### src/rtl/kbd_pkg.sv
// Shared types and default parameters for the keyboard event arbiter and its buffer.
package kbd_pkg;

    localparam int GAP_CYCLES_DEFAULT = 16;
    localparam int FIFO_DEPTH_DEFAULT = 4;

    typedef struct packed {
        logic       press;
        logic       ext;
        logic [7:0] code;
    } kbd_event_t;

    typedef enum logic {
        IDLE = 1'b0,
        GAP  = 1'b1
    } kbd_state_t;

    function automatic logic [10:0] packKeyOut(input logic toggle, input kbd_event_t ev);
        return {toggle, ev};
    endfunction

endpackage

### src/rtl/kbd_event_fifo.sv
// Circular buffer of live keyboard events; a push into a full buffer is
// accepted only when a pop frees a slot on the same edge.
module kbd_event_fifo import kbd_pkg::*; #(
    parameter int DEPTH = FIFO_DEPTH_DEFAULT
) (
    input  logic       clk_sys,
    input  logic       reset_n,
    input  logic       i_push,
    input  logic       i_pop,
    input  logic [9:0] i_data,
    output logic [9:0] o_head,
    output logic       o_full,
    output logic       o_empty
);

    localparam int AW = $clog2(DEPTH);
    localparam logic [AW:0] FULL_COUNT = (AW + 1)'(DEPTH);

    kbd_event_t      r_mem [DEPTH];
    logic [AW-1:0]   r_wrPtr;
    logic [AW-1:0]   r_rdPtr;
    logic [AW:0]     r_count;

    logic            w_doPush;
    logic            w_doPop;

    assign o_full   = (r_count == FULL_COUNT);
    assign o_empty  = (r_count == '0);
    assign w_doPop  = i_pop && !o_empty;
    assign w_doPush = i_push && (!o_full || w_doPop);
    assign o_head   = r_mem[r_rdPtr];

    always_ff @(posedge clk_sys) begin
        if (w_doPush) begin
            r_mem[r_wrPtr] <= kbd_event_t'(i_data);
        end
    end

    always_ff @(posedge clk_sys or negedge reset_n) begin
        if (!reset_n) begin
            r_wrPtr <= '0;
            r_rdPtr <= '0;
            r_count <= '0;
        end else begin
            if (w_doPush) begin
                r_wrPtr <= r_wrPtr + 1'b1;
            end
            if (w_doPop) begin
                r_rdPtr <= r_rdPtr + 1'b1;
            end
            case ({w_doPush, w_doPop})
                2'b10:   r_count <= r_count + 1'b1;
                2'b01:   r_count <= r_count - 1'b1;
                default: r_count <= r_count;
            endcase
        end
    end

endmodule

### src/rtl/kbd_event_arbiter.sv
// Merges live PS/2 key events with injected events into one toggle-signalled
// stream, enforcing a minimum idle gap between output events.
module kbd_event_arbiter import kbd_pkg::*; #(
    parameter int GAP_CYCLES = GAP_CYCLES_DEFAULT,
    parameter int FIFO_DEPTH = FIFO_DEPTH_DEFAULT
) (
    input  logic        clk_sys,
    input  logic        reset_n,
    input  logic [10:0] ps2_key_in,
    input  logic        inj_valid,
    output logic        inj_ready,
    input  logic [8:0]  inj_code,
    input  logic        inj_press,
    output logic [10:0] ps2_key_out,
    output logic        busy,
    output logic        overflow,
    input  logic        clr_overflow
);

    localparam logic [7:0] GAP_LOAD = 8'(GAP_CYCLES - 1);

    kbd_state_t  r_state;
    logic [7:0]  r_gapCnt;
    logic [10:0] r_keyOut;
    logic        r_prevToggle;
    logic        r_primed;
    logic        r_overflow;

    logic        w_liveEvent;
    logic        w_pop;
    logic        w_injFire;
    logic        w_drop;
    logic        w_full;
    logic        w_empty;
    logic [9:0]  w_head;
    logic [9:0]  w_emitData;

    kbd_event_fifo #(
        .DEPTH(FIFO_DEPTH)
    ) u_fifo (
        .clk_sys (clk_sys),
        .reset_n (reset_n),
        .i_push  (w_liveEvent),
        .i_pop   (w_pop),
        .i_data  (ps2_key_in[9:0]),
        .o_head  (w_head),
        .o_full  (w_full),
        .o_empty (w_empty)
    );

    // The first edge after reset only primes r_prevToggle, so a stale toggle level is not an event.
    assign w_liveEvent = r_primed && (ps2_key_in[10] != r_prevToggle);
    assign w_pop       = (r_state == IDLE) && !w_empty;
    assign inj_ready   = (r_state == IDLE) && w_empty;
    assign w_injFire   = inj_valid && inj_ready;
    assign w_drop      = w_liveEvent && w_full && !w_pop;
    assign w_emitData  = w_pop ? w_head : {inj_press, inj_code};

    assign ps2_key_out = r_keyOut;
    assign overflow    = r_overflow;
    assign busy        = (r_state != IDLE) || !w_empty;

    always_ff @(posedge clk_sys or negedge reset_n) begin
        if (!reset_n) begin
            r_prevToggle <= 1'b0;
            r_primed     <= 1'b0;
            r_overflow   <= 1'b0;
        end else begin
            r_prevToggle <= ps2_key_in[10];
            r_primed     <= 1'b1;
            if (w_drop) begin
                r_overflow <= 1'b1;
            end else if (clr_overflow) begin
                r_overflow <= 1'b0;
            end
        end
    end

    always_ff @(posedge clk_sys or negedge reset_n) begin
        if (!reset_n) begin
            r_state  <= IDLE;
            r_gapCnt <= '0;
            r_keyOut <= '0;
        end else begin
            case (r_state)
                IDLE: begin
                    if (w_pop || w_injFire) begin
                        r_keyOut <= packKeyOut(~r_keyOut[10], kbd_event_t'(w_emitData));
                        r_gapCnt <= GAP_LOAD;
                        r_state  <= GAP;
                    end
                end
                GAP: begin
                    if (r_gapCnt == '0) begin
                        r_state <= IDLE;
                    end else begin
                        r_gapCnt <= r_gapCnt - 1'b1;
                    end
                end
                default: begin
                    r_state <= IDLE;
                end
            endcase
        end
    end

endmodule

### config.mk
export PLATFORM = sky130hd
export DESIGN_NAME = kbd_event_arbiter
export DESIGN_NICKNAME = d
export VERILOG_FILES = /design/src/rtl/kbd_pkg.sv /design/src/rtl/kbd_event_fifo.sv /design/src/rtl/kbd_event_arbiter.sv
export SDC_FILE = /design/constraint.sdc
export NUM_CORES = 1
export LEC_CHECK = 0
export CAP_MARGIN = 20
export CORE_MARGIN = 2
export CORE_UTILIZATION = 54
export CTS_CLUSTER_SIZE = 28
export DETAILED_ROUTE_END_ITERATION = 8
export GPL_TIMING_DRIVEN = 0
export PLACE_DENSITY = 0.82
export SKIP_LAST_GASP = 1
export SYNTH_ARGS = -nofsm -noshare
export SYNTH_HDL_FRONTEND = slang
export SYNTH_SLANG_ARGS = --single-unit
### constraint.sdc
create_clock -name clk_sys -period 2.8 [get_ports clk_sys]
set_input_delay 0.56 -clock clk_sys [delete_from_list [all_inputs] [get_ports clk_sys]]
set_output_delay 0.56 -clock clk_sys [all_outputs]
set_load 0.02 [all_outputs]
* After elaboration in Yosys (flattened, before gate mapping)
Memories as Yosys holds them, arrays and structs flattened.
Index checks and enable logic that the tools add are counted.
** Cells by class
- Muxes and demuxes :: 12
- Reduce and logical (&&, ||, !) cells :: 20
- Bitwise gates (word level) :: 2
- Equality and inequality tests :: 6
- $add $sub $neg :: 5
** Operators with widths (count)
- 8-bit two-way mux :: 2
- 8-bit case mux with 2 select lines :: 1
- 10-bit two-way mux :: 1
- 1-bit logical AND :: 8
- 8-bit logical NOT :: 1
- 8-bit by 1-bit subtractor with 8-bit output (second input constant) :: 1
- 1-bit two-way mux :: 6
- 3-bit case mux with 2 select lines :: 1
- 2-bit by 1-bit adder with 2-bit output (second input constant) :: 2
- 2-bit AND reduction :: 2
- 2-bit nonzero test :: 2
- 3-bit by 1-bit adder with 3-bit output (second input constant) :: 1
- 3-bit == test (second input constant) :: 1
- 1-bit logical NOT :: 3
- 3-bit logical NOT :: 1
- 1-bit logical OR :: 3
- 3-bit by 1-bit subtractor with 3-bit output (second input constant) :: 1
- 2-bit by 1-bit == test with 1-bit output (second input constant) :: 1
- 2-bit == test (second input constant) :: 1
- 2-bit by 1-bit inequality test with 1-bit output (second input constant) :: 1
- 2-bit inequality test (second input constant) :: 1
- 1-bit inverter :: 2
- 1-bit case mux with 2 select lines :: 1
- 1-bit inequality test :: 1
** Storage, ports and cells
- Logic and storage cells :: 55
- Memories kept :: 1
- RAM bits :: 40
- Register bits :: 30
** Memory list
- u_fifo.r_mem :: depth 4, width 10, read ports 1, clocked after Yosys merged registers in 0, write ports 1, line kbd_event_fifo.sv:19 : kbd_event_t r_mem [DEPTH];

* Logic depth before layout (Yosys ltp)
Gate-level depths: netlist of the first run.
- Depth after elaboration :: 8
- Gate-level depth with buffers :: 11

* By module
Synthesis of the first run repeated with hierarchy kept, for this count alone.
** Unflattened totals
- Cells, all modules :: 215
- Area total of the unflattened synthesis :: 3104.2 sq um
** By module, submodules not included
- kbd_event_fifo :: area each 1954.4 sq um, cells each 104, instances 1, seq. area each 1376.3 sq um
- kbd_event_arbiter :: area each 1149.9 sq um, cells each 111, instances 1, seq. area each 575.6 sq um

* Least setup slack after synthesis of the first run
Ideal clock, no wire load.
- Path kind :: reg-to-output
- Start :: reg r_state
- End :: out busy
- Buffers on the path :: 1
- Data arrival time :: 1.581 ns
- Stages on the path, launching flop included :: 4
- Slack :: 0.659 ns
- Data required time :: 2.240 ns
- Path through :: dfrtp_1 clkbuf_1 nor4_1 inv_1
** Between the ends
- Cells in the longest elaborated chain, start to end :: 1
** RTL lines
- start, declared :: line kbd_event_arbiter.sv:22 : kbd_state_t r_state;
- start signal, assigned :: line kbd_event_arbiter.sv:81 : r_state <= IDLE;
- start signal, assigned :: line kbd_event_arbiter.sv:90 : r_state <= GAP;
- start signal, assigned :: line kbd_event_arbiter.sv:95 : r_state <= IDLE;
- 1-bit logical OR :: line kbd_event_arbiter.sv:61 : assign busy = (r_state != IDLE) || !w_empty;
- end, declared :: line kbd_event_arbiter.sv:15 : output logic busy,
Every way passes these cells.

* Worst setup path after layout of the first run
- Start :: reg r_state
- End :: out inj_ready
** Between the ends
- Cells in the longest elaborated chain, start to end :: 2
** RTL lines
- 1-bit inverter (no source line)
- 1-bit logical AND :: line kbd_event_arbiter.sv:54 : assign inj_ready = (r_state == IDLE) && w_empty;
- end, declared :: line kbd_event_arbiter.sv:11 : output logic inj_ready,
Every way passes these cells.

==> out/qor.yml, run 1 <==
route:
  vias_per_cell: 5.43
  vias: 1743
  drt_iter0_drc: 114
  routedWlPerCell_microns: 16.5
  drc_errors: 0
  final_antenna_net_count: 0
  drtPass1Iterations: 4
  wl_mm: 5.28
yosys:
  ys_ff_latch: 70
  synth-edff-count: 40
  syn_inst: 194
  synth-async-reset-ratio_pct: 42.9
  synth_area_leaders: "edfxtp_1 (40%), dfrtp_1 (25%), mux4_2 (7.6%)"
  yosysWarnings: 0
  yosys.area.top_type: "edfxtp_1"
  syn-num-nets: 227
  synth_top_cell_area_share_pct: 40.4
  synth_ff_type: "edfxtp_1"
  synth.most_common_cell: "edfxtp_1"
  seq_area_frac_synth_pct: 65.6
  avgSynthCellArea_sq_um: 15.3
  synth_area_sq_um: 2970
  ys_types: 36
  yosys-top-cells-count: "edfxtp_1 (40), dfrtp_1 (30), inv_1 (14)"
sta:
  fin_crit_ps: 2570
  slew_headroom_pct: 52.8
  finalSetupViolations: 0
  worst_slack_ps: 229
  maxSlewViolCount: 0
  fmax_ghz: 0.389
  hold_viol: 0
  period_share_pct: 91.8
  worst_slew_pin_slew_ps: 706
  rsz0062_at_grt: "no"
  clock_skew_ps: 7.75
  finalSetupTns_ps: 0
global_route:
  grt_antenna_before_repair: 0
  grt_pass1_wl_mm: 8.75
  track_usage_pct: 19.3
  grt_start_max_net_pins: 18
  grtUsageMet3_pct: 5.40
  busiest_layer: "met2"
  grt_pass1_vias: 1820
  grt_use_met2_pct: 30.9
  grt_util_met1_pct: 25.3
  overflow: 0
die:
  start_util_pct: 55.0
  core_sq_um: 5410
  dieArea_sq_um: 6120
  die_w_microns: 78.2
  row_count: 27
  die_h_microns: 78.2
  num_io_pins: 39
clocking:
  cts_buffers: 9
  path_clk_slew_ps: 80
  post_cts_resized: 0
  hold_buffers: 0
  cts_setup_buffers: 0
  htree_levels: 3
  root_buffer: "clkbuf_8"
  clk_latency_ps: 340
  clk_path_buf_depth: 2
  cts_sinks: 70
  cts_tree: "yes"
cells_and_area:
  multi_input_area_sq_um: 923
  synthToLayoutAreaGrowth_pct: 22.9
  fill_cells: 377
  seqCellArea_sq_um: 1950
  layout-drive-gt1-share_pct: 14.1
  diodes: 0
  nets: 277
worst_setup_path:
  crit_type: "flop to output port"
  r2r-start: "u_fifo.r_count[0]"
  cp.arrival_ps: 2010
  cp.required_ps: 2240
  end_kind: "output port"
  r2r_slack_ps: 430
  worst-path-max-fanout: 10
  rr_worst_depth: 11
  crit_path_start_kind: "flop"
  r2r-end: "u_fifo.r_count[2]"
run_status:
  status: "completed"
hold_path:
  whs_endpoint: "ps2_key_out[10]"
  worstHoldPathCells: 1
  min-delay-start: "ps2_key_out[10]"
  worstHoldPathType: "flop to flop"
power_and_ir_drop:
  p_sw_share_pct: 29.0
  max-vdd-ir-drop_v: 0.000370
  p_per_area_nw_per_um2: 678
  p_comb_share_pct: 18.1
  power_frac_seq_pct: 52.1
  p_int_mw: 1.76
  p_sw_mw: 0.719
  p_leak_nw: 1.39
  p_clk_share_pct: 29.8
placement:
  gp_congestion: 0.742
  port_buffers: 38
  pre_cts_ws_ps: 58.8
  dpl.hpwl_mm: 3.76
job:
  cap_violations: 0
-- metrics by stage --
step	total power, mW	hold slack [ps]	util (%)	area (sq um)	std cells
after floorplan	1.59	264	-	2970	194
after global placement	1.72	460	63.7	3440	304
after detailed placement	1.76	465	64.2	3470	305
after CTS	2.50	477	67.6	3650	321
after global routing	2.60	518	67.6	3650	321
final	2.48	471	67.6	3650	321
-- registers in the layout (all words and copies together) (netlist names) --
signal / cells
overflow: 1
r_gapCnt: 8
r_primed: 1
r_prevToggle: 1
r_state: 1
u_fifo.r_mem: 40
ps2_key_out: 11
u_fifo.r_count: 3
u_fifo.r_wrPtr: 2
u_fifo.r_rdPtr: 2
-- cell type report --
type / count / share of cell area (%)
Multi-Input combinational cell: 99 / 25.3
Clock inverter: 7 / 1.61
Sequential cell: 70 / 53.4
Timing Repair Buffer: 39 / 11.2
Clock buffer: 9 / 3.39
Buffer: 11 / 1.27
Tap cell: 72 / 2.46
Inverter: 14 / 1.44
-- layout by cell type, fill, tap and decap left out, types with 4 or more instances in the layout --
cell / netlist / final
edfxtp_1: 40 / 40
mux2i_1: 5 / 5
and2_1: 5 / 5
clkdlybuf4s50_1: 0 / 38
mux4_2: 10 / 10
clkbuf_8: 0 / 9
ha_1: 7 / 7
dfrtp_1: 30 / 30
nand2_1: 5 / 5
clkbuf_1: 7 / 7
xor2_1: 5 / 5
nor2_1: 6 / 6
buf_2: 4 / 4
o22ai_1: 11 / 11
a21oi_1: 4 / 4
o211ai_1: 4 / 4
a2bb2oi_1: 10 / 10
inv_1: 14 / 14
-- worst max-delay path by stage --
stage / from / endpoint / slack (ps) / cells after the start
2_1_floorplan: r_state / busy / 660 / 3
3_3_place_gp: ps2_key_in[10] / u_fifo.r_count[2] / 130 / 11
3_5_place_dp: ps2_key_in[10] / u_fifo.r_count[2] / 60 / 11
4_1_cts: r_state / inj_ready / 180 / 3
5_1_grt: r_state / inj_ready / 90 / 3
6_report: r_state / inj_ready / 230 / 3
-- power by group through the flow --
stage               combinational, mW  clock (mW)  sequential [mW]
global placement                0.421           0             1.30
floorplan                       0.278           0             1.31
detailed placement              0.450           0             1.31
global route                    0.495       0.805             1.30
finish                          0.448       0.739             1.29
CTS                             0.453       0.761             1.29
-- cell families after synthesis --
| kind of cell | count (synthesis) | synth area share, % |
|---|---|---|
| AOI/OAI and AO/OA | 36 | 9.30 |
| xor gates and xnor gates | 8 | 2.36 |
| adders and majority gates | 8 | 3.62 |
| buffers and inverters | 25 | 3.32 |
| DFF | 70 | 65.6 |
| muxes | 16 | 9.63 |
| other | 1 | 0.126 |
| and+or+nand+nor | 30 | 6.02 |
-- worst max-delay path, stage by stage (launching register included) --
cell and delay [ps]:
dfrtp_1 420, clkbuf_1 250, nor4_1 320, clkdlybuf4s50_1 670
-- layer usage --
| layer | part of all wire [%] | up-vias |
|---|---|---|
| met5 | 0 | - |
| met4 | 0.76 | 0 |
| met3 | 3.8 | 4 |
| met2 | 52 | 31 |
| met1 | 44 | 875 |
| li1 | - | 833 |
(Power assumes the default switching activity.)
==> run 2: changes to the inputs <==
--- a/config.mk
+++ b/config.mk
@@ -7,11 +7,11 @@
 export LEC_CHECK = 0
 export CAP_MARGIN = 20
 export CORE_MARGIN = 2
-export CORE_UTILIZATION = 54
+export CORE_UTILIZATION = 58
 export CTS_CLUSTER_SIZE = 28
 export DETAILED_ROUTE_END_ITERATION = 8
 export GPL_TIMING_DRIVEN = 0
-export PLACE_DENSITY = 0.82
+export PLACE_DENSITY = 0.87
 export SKIP_LAST_GASP = 1
 export SYNTH_ARGS = -nofsm -noshare
 export SYNTH_HDL_FRONTEND = slang
==> constraint.sdc (replaced) <==
create_clock -name clk_sys -period 3.08 [get_ports clk_sys]
set_input_delay 0.616 -clock clk_sys [delete_from_list [all_inputs] [get_ports clk_sys]]
set_output_delay 0.616 -clock clk_sys [all_outputs]
set_load 0.02 [all_outputs]
==> out/qor.yml, run 2 (synthesis gave the netlist of run 1 again) <==
sta:
  finalSetupViolations: 0  # unchanged
  worst_slew_pin_slew_ps: 704  # -2.48 ps
  fmax_ghz: 0.357
  clock_skew_ps: 13.7  # +5.98 ps
  slew_headroom_pct: 52.9  # +0.17 points
  rsz0062_at_grt: "no"
  hold_viol: 0  # unchanged
  maxSlewViolCount: 0  # unchanged
  fin_crit_ps: 2800
  finalSetupTns_ps: 0  # unchanged
  period_share_pct: 90.8
die:
  start_util_pct: 59.0  # +4.0 points
  row_count: 26  # -3.7%
  dieArea_sq_um: 5720  # -6.6%
  die_w_microns: 75.6  # -3.3%
  core_sq_um: 5040  # -6.7%
  num_io_pins: 39  # unchanged
  die_h_microns: 75.6  # -3.3%
route:
  wl_mm: 5.81  # +10%
  drtPass1Iterations: 4  # unchanged
  vias_per_cell: 5.64  # +3.9%
  drt_iter0_drc: 138  # +21%
  routedWlPerCell_microns: 18.2  # +11%
  drc_errors: 0  # unchanged
  final_antenna_net_count: 0  # unchanged
  vias: 1799  # +3.2%
global_route:
  overflow: 0  # unchanged
  track_usage_pct: 22.7  # +3.4 points
  grt_start_max_net_pins: 18  # unchanged
  grt_pass1_wl_mm: 9.16  # +4.7%
  grt_pass1_vias: 1856  # +2.0%
  grt_antenna_before_repair: 0  # unchanged
clocking:
  post_cts_resized: 0  # unchanged
  root_buffer: "clkbuf_8"
  htree_levels: 3  # unchanged
  path_clk_slew_ps: 70  # about the same
  cts_buffers: 9  # unchanged
  cts_setup_buffers: 0  # unchanged
  cts_tree: "yes"
  clk_latency_ps: 340  # about the same
  clk_path_buf_depth: 2  # unchanged
  cts_sinks: 70  # unchanged
  hold_buffers: 0  # unchanged
worst_setup_path:
  crit_path_start_kind: "flop"
  max_stage_delay_ps: 700  # +30 ps
  cp.arrival_ps: 2180  # +170 ps
  end_kind: "output port"
  path_cells: "clkbuf_1, nor4_1, clkdlybuf4s50_1"
  slowest_stage: "clkdlybuf4s50_1"
  worst-path-max-fanout: 10  # unchanged
  crit_type: "flop to output port"
  cp.required_ps: 2460  # +220 ps
  r2r_slack_ps: 670  # +240 ps
cells_and_area:
  layout_common_cells: "edfxtp_1 (40), clkdlybuf4s50_1 (38), dfrtp_1 (30)"
  fin_util_pct: 72.8  # +5.1 points
  regMostFlops: "u_fifo.r_mem"
  synthToLayoutAreaGrowth_pct: 23.3
  largest_reg_flops: 40  # unchanged
  nets: 277  # unchanged
  multi_input_area_sq_um: 923  # unchanged
  layout-drive-gt1-share_pct: 13.7  # -0.40 points
  final_common_cell: "edfxtp_1"
  seqCellArea_sq_um: 1950  # unchanged
  fill_cells: 334  # -11%
  diodes: 0  # unchanged
placement:
  port_buffers: 38  # unchanged
  dpl.hpwl_mm: 3.77  # +0.32%
  gp_congestion: 0.806  # +8.6%
job:
  cap_violations: 0  # unchanged
power_and_ir_drop:
  p_leak_nw: 1.40  # +0.58%
  max-vdd-ir-drop_v: 0.000606  # +64%
  p_per_area_nw_per_um2: 636  # -6.1%
hold_path:
  worstHoldPathType: "flop to flop"
run_status:
  status: "completed"
run 2: per-stage QoR:
step | area (sq um) | std cells | power (mW) | setup WS [ps] | hold slack (ps)
after global routing | 3670 | 319 | 2.43 | 168 | 499
after CTS | 3670 | 319 | 2.34 | 305 | 485
final | 3670 | 319 | 2.33 | 282 | 478
after detailed placement | 3470 | 303 | 1.60 | 316 | 470
after global placement | 3440 | 302 | 1.57 | 364 | 461
after floorplan | 2970 | 194 | 1.44 | 883 | 320
run 2: path summary, 6_finish.rpt:
kind                                   startpoint                 to  cells after the start
worst max-delay path                      r_state          inj_ready                      3
worst min-delay path              ps2_key_out[10]    ps2_key_out[10]                      1
worst max register to register  u_fifo.r_count[0]  u_fifo.r_count[2]                     11
worst min register to register    ps2_key_out[10]    ps2_key_out[10]                      1
max in group asynchronous                 reset_n  u_fifo.r_wrPtr[1]                      2
min in group asynchronous                 reset_n     ps2_key_out[3]                      1
run 2: area by class of cell:
type                            count  area share, %
Buffer                             11           1.26
Timing Repair Buffer               39           11.1
Clock inverter                      5           1.57
Inverter                           14           1.43
Sequential cell                    70           53.2
Tap cell                           70           2.39
Multi-Input combinational cell     99           25.2
Clock buffer                       11           3.85
run 2: power by group:
group	leakage [nW]	total (mW)	internal, mW	switching [mW]
logic	0.589	0.416	0.184	0.231
clock network	0.0999	0.740	0.397	0.343
registers	0.713	1.18	1.11	0.0671
total	1.40	2.33	1.69	0.642
run 2: critical path, delay by kind of cell, from the launching register on:
family | cells | cell delay (ps)
flip-flops | 1 | 430
AND/OR/NAND/NOR | 1 | 440
buffers and inverters | 2 | 970
run 2: routing by layer:
| layer | GRT usage [%] | routed length [microns] | vias up |
|---|---|---|---|
| met5 | 0 | 0 | - |
| met4 | 9.55 | 103 | 0 |
| met3 | 6.61 | 219 | 10 |
| met2 | 38.5 | 3080 | 47 |
| met1 | 27.4 | 2400 | 902 |
| li1 | - | - | 840 |
